===== config.mk =====
export PLATFORM = sky130hd
export DESIGN_NAME = bin_to_bcd_digits
export DESIGN_NICKNAME = d
export VERILOG_FILES = /design/src/rtl/bin_to_bcd_digits_pkg.sv /design/src/rtl/bin_to_bcd_digits_adjust.sv /design/src/rtl/bin_to_bcd_digits.sv
export SDC_FILE = /design/constraint.sdc
export NUM_CORES = 1
export LEC_CHECK = 0
export BUFFER_PORTS_ARGS = -buffer_cell sky130_fd_sc_hd__buf_4
export CORE_MARGIN = 2
export CORE_UTILIZATION = 58
export CTS_BUF_LIST = sky130_fd_sc_hd__clkbuf_8
export DETAILED_ROUTE_END_ITERATION = 10
export GPL_ROUTABILITY_DRIVEN = 0
export PLACE_DENSITY = 0.81
export SYNTH_ARGS = -nofsm -noshare
export SYNTH_HDL_FRONTEND = slang
export SYNTH_SLANG_ARGS = --single-unit

===== constraint.sdc =====
create_clock -name clock -period 2.7 [get_ports clock]
set_clock_uncertainty 0.15 [all_clocks]
set_input_delay 0.405 -clock clock [delete_from_list [all_inputs] [get_ports clock]]
set_output_delay 0.405 -clock clock [all_outputs]
set_load 0.03 [all_outputs]

===== src/rtl/bin_to_bcd_digits_pkg.sv =====
// Shared types and constants for the binary-to-BCD converter.
package bin_to_bcd_digits_pkg;

  typedef enum logic [1:0] {
    ST_IDLE,
    ST_SHIFT,
    ST_DONE
  } state_e;

  localparam int unsigned NIB_W     = 4;
  localparam logic [3:0]  SAT_DIGIT = 4'd9;

  // Largest value representable in the given number of decimal digits.
  function automatic longint unsigned bcd_max(input int unsigned digits);
    longint unsigned p;
    p = 64'd1;
    for (int unsigned i = 0; i < digits; i++) begin
      p = p * 64'd10;
    end
    return p - 64'd1;
  endfunction

endpackage


===== src/rtl/bin_to_bcd_digits_adjust.sv =====
// Double-dabble digit correction: add 3 to a BCD nibble holding 5 or more.
module bcd_digit_adjust
  import bin_to_bcd_digits_pkg::*;
(
  input  logic [NIB_W-1:0] digit_i,
  output logic [NIB_W-1:0] digit_o
);

  always_comb begin
    digit_o = digit_i;
    if (digit_i >= 4'd5) begin
      digit_o = digit_i + 4'd3;
    end
  end

endmodule


===== src/rtl/bin_to_bcd_digits.sv =====
// Iterative shift-and-add-3 binary-to-BCD converter with saturation and
// leading-zero blanking flags; one conversion per accepted start.
module bin_to_bcd_digits
  import bin_to_bcd_digits_pkg::*;
#(
  parameter int unsigned BIN_W  = 14,
  parameter int unsigned DIGITS = 4
) (
  input  logic                    clock,
  input  logic                    reset,
  input  logic                    start,
  input  logic [BIN_W-1:0]        bin_in,
  output logic                    busy,
  output logic                    done,
  output logic [NIB_W*DIGITS-1:0] bcd_out,
  output logic [DIGITS-1:0]       blank,
  output logic                    overflow
);

  localparam int unsigned     BCD_W     = NIB_W * DIGITS;
  localparam longint unsigned MAX_VAL   = bcd_max(DIGITS);
  localparam int unsigned     MAX_W     = $clog2(MAX_VAL + 64'd1);
  localparam int unsigned     CMP_W     = (BIN_W > MAX_W) ? BIN_W : MAX_W;
  localparam logic [CMP_W-1:0] MAX_C    = CMP_W'(MAX_VAL);
  localparam int unsigned     CNT_W     = $clog2(BIN_W + 1);
  localparam logic [DIGITS-1:0] BLANK_RST = ~DIGITS'(1);

  state_e              state_q, state_d;
  logic [BIN_W-1:0]    bin_q, bin_d;
  logic [BCD_W-1:0]    scr_q, scr_d;
  logic [CNT_W-1:0]    cnt_q, cnt_d;
  logic                ovf_q, ovf_d;
  logic [BCD_W-1:0]    bcd_q, bcd_d;
  logic [DIGITS-1:0]   blank_q, blank_d;
  logic                oflow_q, oflow_d;

  logic [BCD_W-1:0]    adj;
  logic [BCD_W-1:0]    shifted;
  logic [BCD_W-1:0]    final_digits;
  logic [DIGITS-1:0]   blank_calc;

  for (genvar g = 0; g < DIGITS; g++) begin : g_adj
    bcd_digit_adjust u_adj (
      .digit_i (scr_q[g*NIB_W +: NIB_W]),
      .digit_o (adj[g*NIB_W +: NIB_W])
    );
  end

  // Final digits are taken from the post-shift value so the DONE edge can
  // register them directly.
  assign shifted      = {adj[BCD_W-2:0], bin_q[BIN_W-1]};
  assign final_digits = ovf_q ? {DIGITS{SAT_DIGIT}} : shifted;

  always_comb begin
    logic zero_run;
    int unsigned idx;
    blank_calc = '0;
    zero_run   = 1'b1;
    idx        = 0;
    for (int unsigned k = 0; k + 1 < DIGITS; k++) begin
      idx             = DIGITS - 1 - k;
      zero_run        = zero_run & (final_digits[idx*NIB_W +: NIB_W] == 4'd0);
      blank_calc[idx] = zero_run;
    end
  end

  always_comb begin
    state_d = state_q;
    bin_d   = bin_q;
    scr_d   = scr_q;
    cnt_d   = cnt_q;
    ovf_d   = ovf_q;
    bcd_d   = bcd_q;
    blank_d = blank_q;
    oflow_d = oflow_q;
    case (state_q)
      ST_IDLE: begin
        if (start) begin
          bin_d   = bin_in;
          scr_d   = '0;
          cnt_d   = CNT_W'(BIN_W);
          ovf_d   = CMP_W'(bin_in) > MAX_C;
          state_d = ST_SHIFT;
        end
      end
      ST_SHIFT: begin
        scr_d = shifted;
        bin_d = bin_q << 1;
        cnt_d = cnt_q - CNT_W'(1);
        if (cnt_q == CNT_W'(1)) begin
          bcd_d   = final_digits;
          blank_d = blank_calc;
          oflow_d = ovf_q;
          state_d = ST_DONE;
        end
      end
      ST_DONE: state_d = ST_IDLE;
      default: state_d = ST_IDLE;
    endcase
  end

  always_ff @(posedge clock) begin
    if (reset) begin
      state_q <= ST_IDLE;
      bin_q   <= '0;
      scr_q   <= '0;
      cnt_q   <= '0;
      ovf_q   <= 1'b0;
      bcd_q   <= '0;
      blank_q <= BLANK_RST;
      oflow_q <= 1'b0;
    end else begin
      state_q <= state_d;
      bin_q   <= bin_d;
      scr_q   <= scr_d;
      cnt_q   <= cnt_d;
      ovf_q   <= ovf_d;
      bcd_q   <= bcd_d;
      blank_q <= blank_d;
      oflow_q <= oflow_d;
    end
  end

  assign busy     = (state_q != ST_IDLE);
  assign done     = (state_q == ST_DONE);
  assign bcd_out  = bcd_q;
  assign blank    = blank_q;
  assign overflow = oflow_q;

endmodule


==> out/metrics.yaml, run 1 <==
outcome:
  status: "complete, no violations"
layout:
  drive_above_1_share_pct: 20.9
  nets: 352
  final_area_sq_um: 3030
  regArea_sq_um: 1140
  fillCellCount: 354
  final_cells: 382
  antenna_cells: 0
  multi_input_area_sq_um: 1280
  syn_to_final_growth_pct: 18.2
clock_tree:
  holdBufCountCts: 0
  cts.path.max_buffers: 2
  clock-sinks: 57
  clk_latency_ps: 340
  cts_setup_buffers: 0
  path_clk_slew_ps: 60
  cts_max_level: 3
  cts_tree: "built"
  cts_buffers: 9
  post_cts_resize_count: 0
  cts_root_buf: "clkbuf_8"
timing:
  slew_viol_final: 0
  period_needed_ps: 2130
  finalSetupViolCount: 0
  fmax_ghz: 0.471
  tightest_slew_ps: 906
  tns_ps: 0
  hold_viol_final: 0
  relSlewSlack_pct: 39.4
  rsz0062_at_grt: "no"
  fin_crit_sh_pct: 78.7
die:
  core_sq_um: 4290
  io_pins: 40
  die_h_microns: 70.5
  start_util_pct: 59.8
  fp.dieW_microns: 70.5
  rows: 24
  dieArea_sq_um: 4970
setup_path:
  cpPeakStageDelay_ps: 480
  required_ps: 2770
  setup.worst_path.start: "cnt_q[0]"
  worstSetupPathType: "register to register"
  startpoint_type: "register"
  arrival_ps: 2200
  slowest_stage: "or2_1"
  path_max_fanout: 16
  regToRegStartpoint: "cnt_q[0]"
  endpoint_kind: "register"
  cp_cell_sequence: "ha_1, or3b_4, or2_1, a221o_1"
worst_hold_path:
  hold_start: "bin_in[0]"
  hp-class: "input pin to register"
yosys:
  synth.most_common_cell: "dfxtp_1"
  netlist.area_leader.share_pct: 44.5
  postSynthAreaPerCell_sq_um: 8.88
  synth.top_cells.by_area: "dfxtp_1, a21oi_1, ha_1, a22oi_1, nand2_1"
  ys_types: 45
  syn_area_sq_um: 2570
  seq_area_frac_synth_pct: 44.5
  synth_warnings: 0
  ys_ff_latch: 57
  synth_area_leader_cell: "dfxtp_1"
  ys.flop_type: "dfxtp_1"
  yosys-top-cells-count: "dfxtp_1, a21oi_1, nand2_1"
  synth-edff-count: 0
  async_flop_share_pct: 0
  syn_inst: 289
  synth_nets: 316
routing:
  drt_wl_total_microns: 5580
  num_vias: 2159
  drt_iter0_markers: 147
  ant_nets: 0
  via_per_inst: 5.65
  drt_pass1_iterations: 4
  post_drt_wl_per_cell_microns: 14.6
  drc: 0
power_and_ir_drop:
  total_power_mw: 1.75
  clkPwrFrac_pct: 39.6
  power_density_nw_per_um2: 577
  switching_share_pct: 25.4
  p_int_mw: 1.30
  share_comb_of_total_power_pct: 9.5
  power.leakage_nw: 1.22
  p_switching_mw: 0.445
  ir_drop_mv: 0.459
  seq_power_share_pct: 50.9
global_route:
  track_usage_pct: 24.3
  grt_max_degree: 43
  grt_pass1_wl_microns: 9380
  antenna_found_initial: 0
  grt_overflow: 0
  grt_pass1_vias: 2071
job:
  drv_cap: 0
place:
  io_buffers: 38
  dpl.hpwl_microns: 3770
  place_area_sq_um: 2860
  dpl.cell_count: 366
==> worst max-delay path: cells and delay by family (launching register included) <==
kind / cells / cell delay (ps)
AO/OA/AOI/OAI: 1 / 430
adder cells (fa/ha/maj): 1 / 160
flip-flops: 1 / 400
AND/OR/NAND/NOR: 2 / 880
==> per-stage QoR <==
stage | hold slack [ps] | util [%] | setup slack, ps
global route | 158 | 70.7 | 462
global placement | 293 | 66.6 | 603
finish | 147 | 70.7 | 575
CTS | 140 | 70.7 | 570
detailed placement | 298 | 66.6 | 564
floorplan | 287 | - | 806
==> cell families after synthesis <==
| logic type | Yosys count | synth area share [%] |
|---|---|---|
| buffers and inverters | 30 | 5.46 |
| xor gates and xnor gates | 4 | 1.37 |
| adders and majority gates | 10 | 4.88 |
| muxes | 5 | 1.95 |
| AOI/OAI and AO/OA | 90 | 24.1 |
| DFF | 57 | 44.5 |
| and+or+nand+nor | 92 | 17.6 |
| other | 1 | 0.146 |
==> cells in the final DEF (no fill, tap or decap), types with 2 or more instances in the layout <==
master / Yosys / final
dfxtp_1: 57 / 57
buf_4: 1 / 43
a21oi_1: 31 / 31
nand2_1: 30 / 30
nor2_1: 28 / 28
a22oi_1: 16 / 16
inv_1: 12 / 15
clkbuf_8: 0 / 11
o21ai_0: 10 / 10
ha_1: 10 / 10
a22o_1: 9 / 9
nand2b_1: 6 / 6
nor3b_1: 6 / 6
nor3_1: 6 / 6
a211oi_1: 6 / 6
mux2i_1: 5 / 5
a22oi_2: 5 / 5
xnor2_1: 4 / 4
nor2b_1: 2 / 2
a211o_1: 2 / 2
o21ai_1: 2 / 2
nor3_2: 2 / 2
nand3_1: 2 / 2
nor4_1: 2 / 2
o22ai_1: 2 / 2
==> worst paths after layout <==
path / cells past startpoint / to / slack [ps]
worst min-delay path: 3 / bin_q[0] / 150
worst min register to register: 2 / bin_q[12] / 310
worst max-delay path: 4 / blank[1] / 570
worst max register to register: 4 / blank[1] / 570
==> state kept, by name, indices dropped and copies added (netlist names) <==
register  count
bcd_out      16
scr_q        16
bin_q        14
cnt_q         4
blank         3
state_q       2
overflow      1
ovf_q         1
==> layer usage <==
| metal | GRT usage, % | up-vias | wire, microns |
|---|---|---|---|
| li1 | - | 1094 | - |
| met1 | 28.8 | 1002 | 2400 |
| met2 | 40.1 | 51 | 2780 |
| met3 | 6.64 | 12 | 252 |
| met4 | 12.6 | 0 | 138 |
| met5 | 0 | - | 0 |
==> layout make-up <==
class / count / area share, %
Multi-Input combinational cell: 202 / 42.4
Sequential cell: 57 / 37.6
Timing Repair Buffer: 43 / 10.6
Clock buffer: 11 / 4.99
Tap cell: 52 / 2.14
Inverter: 12 / 1.48
Clock inverter: 5 / 0.784
==> power by group through the flow <==
stage                     combinational [mW]  clock (mW)  sequential (mW)
after floorplan                        0.111           0            0.909
after global placement                 0.162           0            0.908
after detailed placement               0.165           0            0.910
after CTS                              0.166       0.706            0.891
after global routing                   0.185       0.745            0.894
final                                  0.166       0.693            0.891
Power figures use the tool's default switching activity.
==> inputs of run 2 (changes only) <==
Clock period 2.7 ns to 2.08 ns, I/O delays scaled along.
==> out/metrics.yaml, run 2 (same netlist as run 1, synthesis figures left out) <==
outcome:
  status: "complete, no violations"
timing:
  period_needed_ps: 2050
  rsz0062_at_grt: "yes"
  finalSetupViolCount: 0
  fmax_ghz: 0.487
  relSlewSlack_pct: 26.6
  hold_viol_final: 0
  tns_ps: 0
  tightest_slew_ps: 1090
  fin_crit_sh_pct: 98.7
  slew_viol_final: 0
die:
  io_pins: 40
  rows: 24
  start_util_pct: 59.8
  dieArea_sq_um: 4970
  fp.dieW_microns: 70.5
  die_h_microns: 70.5
  core_sq_um: 4290
routing:
  num_vias: 2274
  ant_nets: 0
  drc: 0
  via_per_inst: 5.85
  post_drt_wl_per_cell_microns: 15.4
  drt_wl_total_microns: 5990
  drt_pass1_iterations: 4
  drt_iter0_markers: 136
setup_path:
  path_max_fanout: 3
  startpoint_type: "register"
  arrival_ps: 2180
  worstSetupPathType: "register to register"
  endpoint_kind: "register"
  required_ps: 2200
global_route:
  grt_max_degree: 27
  grt_overflow: 0
  track_usage_pct: 24.9
  grt_pass1_wl_microns: 9770
  grt_pass1_vias: 2239
  antenna_found_initial: 0
layout:
  fin_util_pct: 72.5
  nets: 362
  final_common_cell: "dfxtp_1"
  drive_above_1_share_pct: 24.0
  mostFrequentLayoutCells: "dfxtp_1, buf_4, a21oi_1"
  syn_to_final_growth_pct: 21.3
  antenna_cells: 0
  final_area_sq_um: 3110
clock_tree:
  clk_latency_ps: 330
  holdBufCountCts: 0
  cts_max_level: 3
  path_clk_slew_ps: 60
  cts_buffers: 9
  cts.path.max_buffers: 2
  cts_tree: "built"
  clock-sinks: 57
  cts_root_buf: "clkbuf_8"
power_and_ir_drop:
  power.leakage_nw: 1.25
  power_density_nw_per_um2: 713
  ir_drop_mv: 0.435
worst_hold_path:
  hp-class: "input pin to register"
place:
  place_area_sq_um: 2930
  dpl.hpwl_microns: 4050
  io_buffers: 38
job:
  drv_cap: 0
-- run 2: cell types whose count changed in the layout (fill, tap and decap cells not counted), sizes merged --
cell | previous run | this run
inv | 15 | 14
clkinvlp | 1 | 0
buf | 43 | 53
clkbuf | 11 | 10
-- run 2: worst paths after layout --
kind              from        to  slack (ps)  cells after the start
max reg2reg   cnt_q[1]  blank[1]          30                      8
min reg2reg   bin_q[7]  bin_q[7]         310                      2
min          bin_in[0]  bin_q[0]          50                      3
max           cnt_q[1]  blank[1]          30                      8
-- run 2: repair_timing --
item / in CTS / in global routing
setup buffers: 0 / 1
setup endpoints to repair: 0 / 10
hold endpoints to repair: 0 / 0
resized for setup: 0 / 8
-- run 2: worst max-delay path: stages (launching register included) --
cell and delay [ps]:
dfxtp_2 330, inv_2 70, ha_4 110, or3b_4 370, buf_6 130, nor3_4 170, nand4b_1 130, nor4_2 330
a221o_1 190
-- run 2: layout make-up --
| type | count | area (sq um) |
|---|---|---|
| sequential | 57 | 1150 |
| tap | 52 | 65.1 |
| timing repair buffer | 53 | 402 |
| multi-input combinational | 202 | 1300 |
| fill | 348 | 1180 |
| inverter | 12 | 45.0 |
| clock buffer | 10 | 138 |
| clock inverter | 3 | 12.5 |
-- run 2: stage by stage --
stage	std cells	setup slack, ps	total power [mW]	hold WS (ps)
global route	389	-66.0	2.30	104
CTS	388	34.5	2.23	50.2
floorplan	289	186	1.32	287
detailed placement	375	55.2	1.40	300
global placement	375	122	1.40	294
finish	389	27.1	2.22	53.9
-- run 2: layer usage --
metal	up-vias	global-route usage (%)	part of all wire, %
met2	64	41.8	51
met3	16	5.34	4.0
met1	1077	30.1	43
met4	0	12.8	2.6
met5	-	0	0
li1	1117	-	-
-- run 2: where the power goes --
group          internal, mW  switching, mW
clock network         0.433          0.396
logic                0.0903          0.139
registers              1.13         0.0305
total                  1.65          0.565
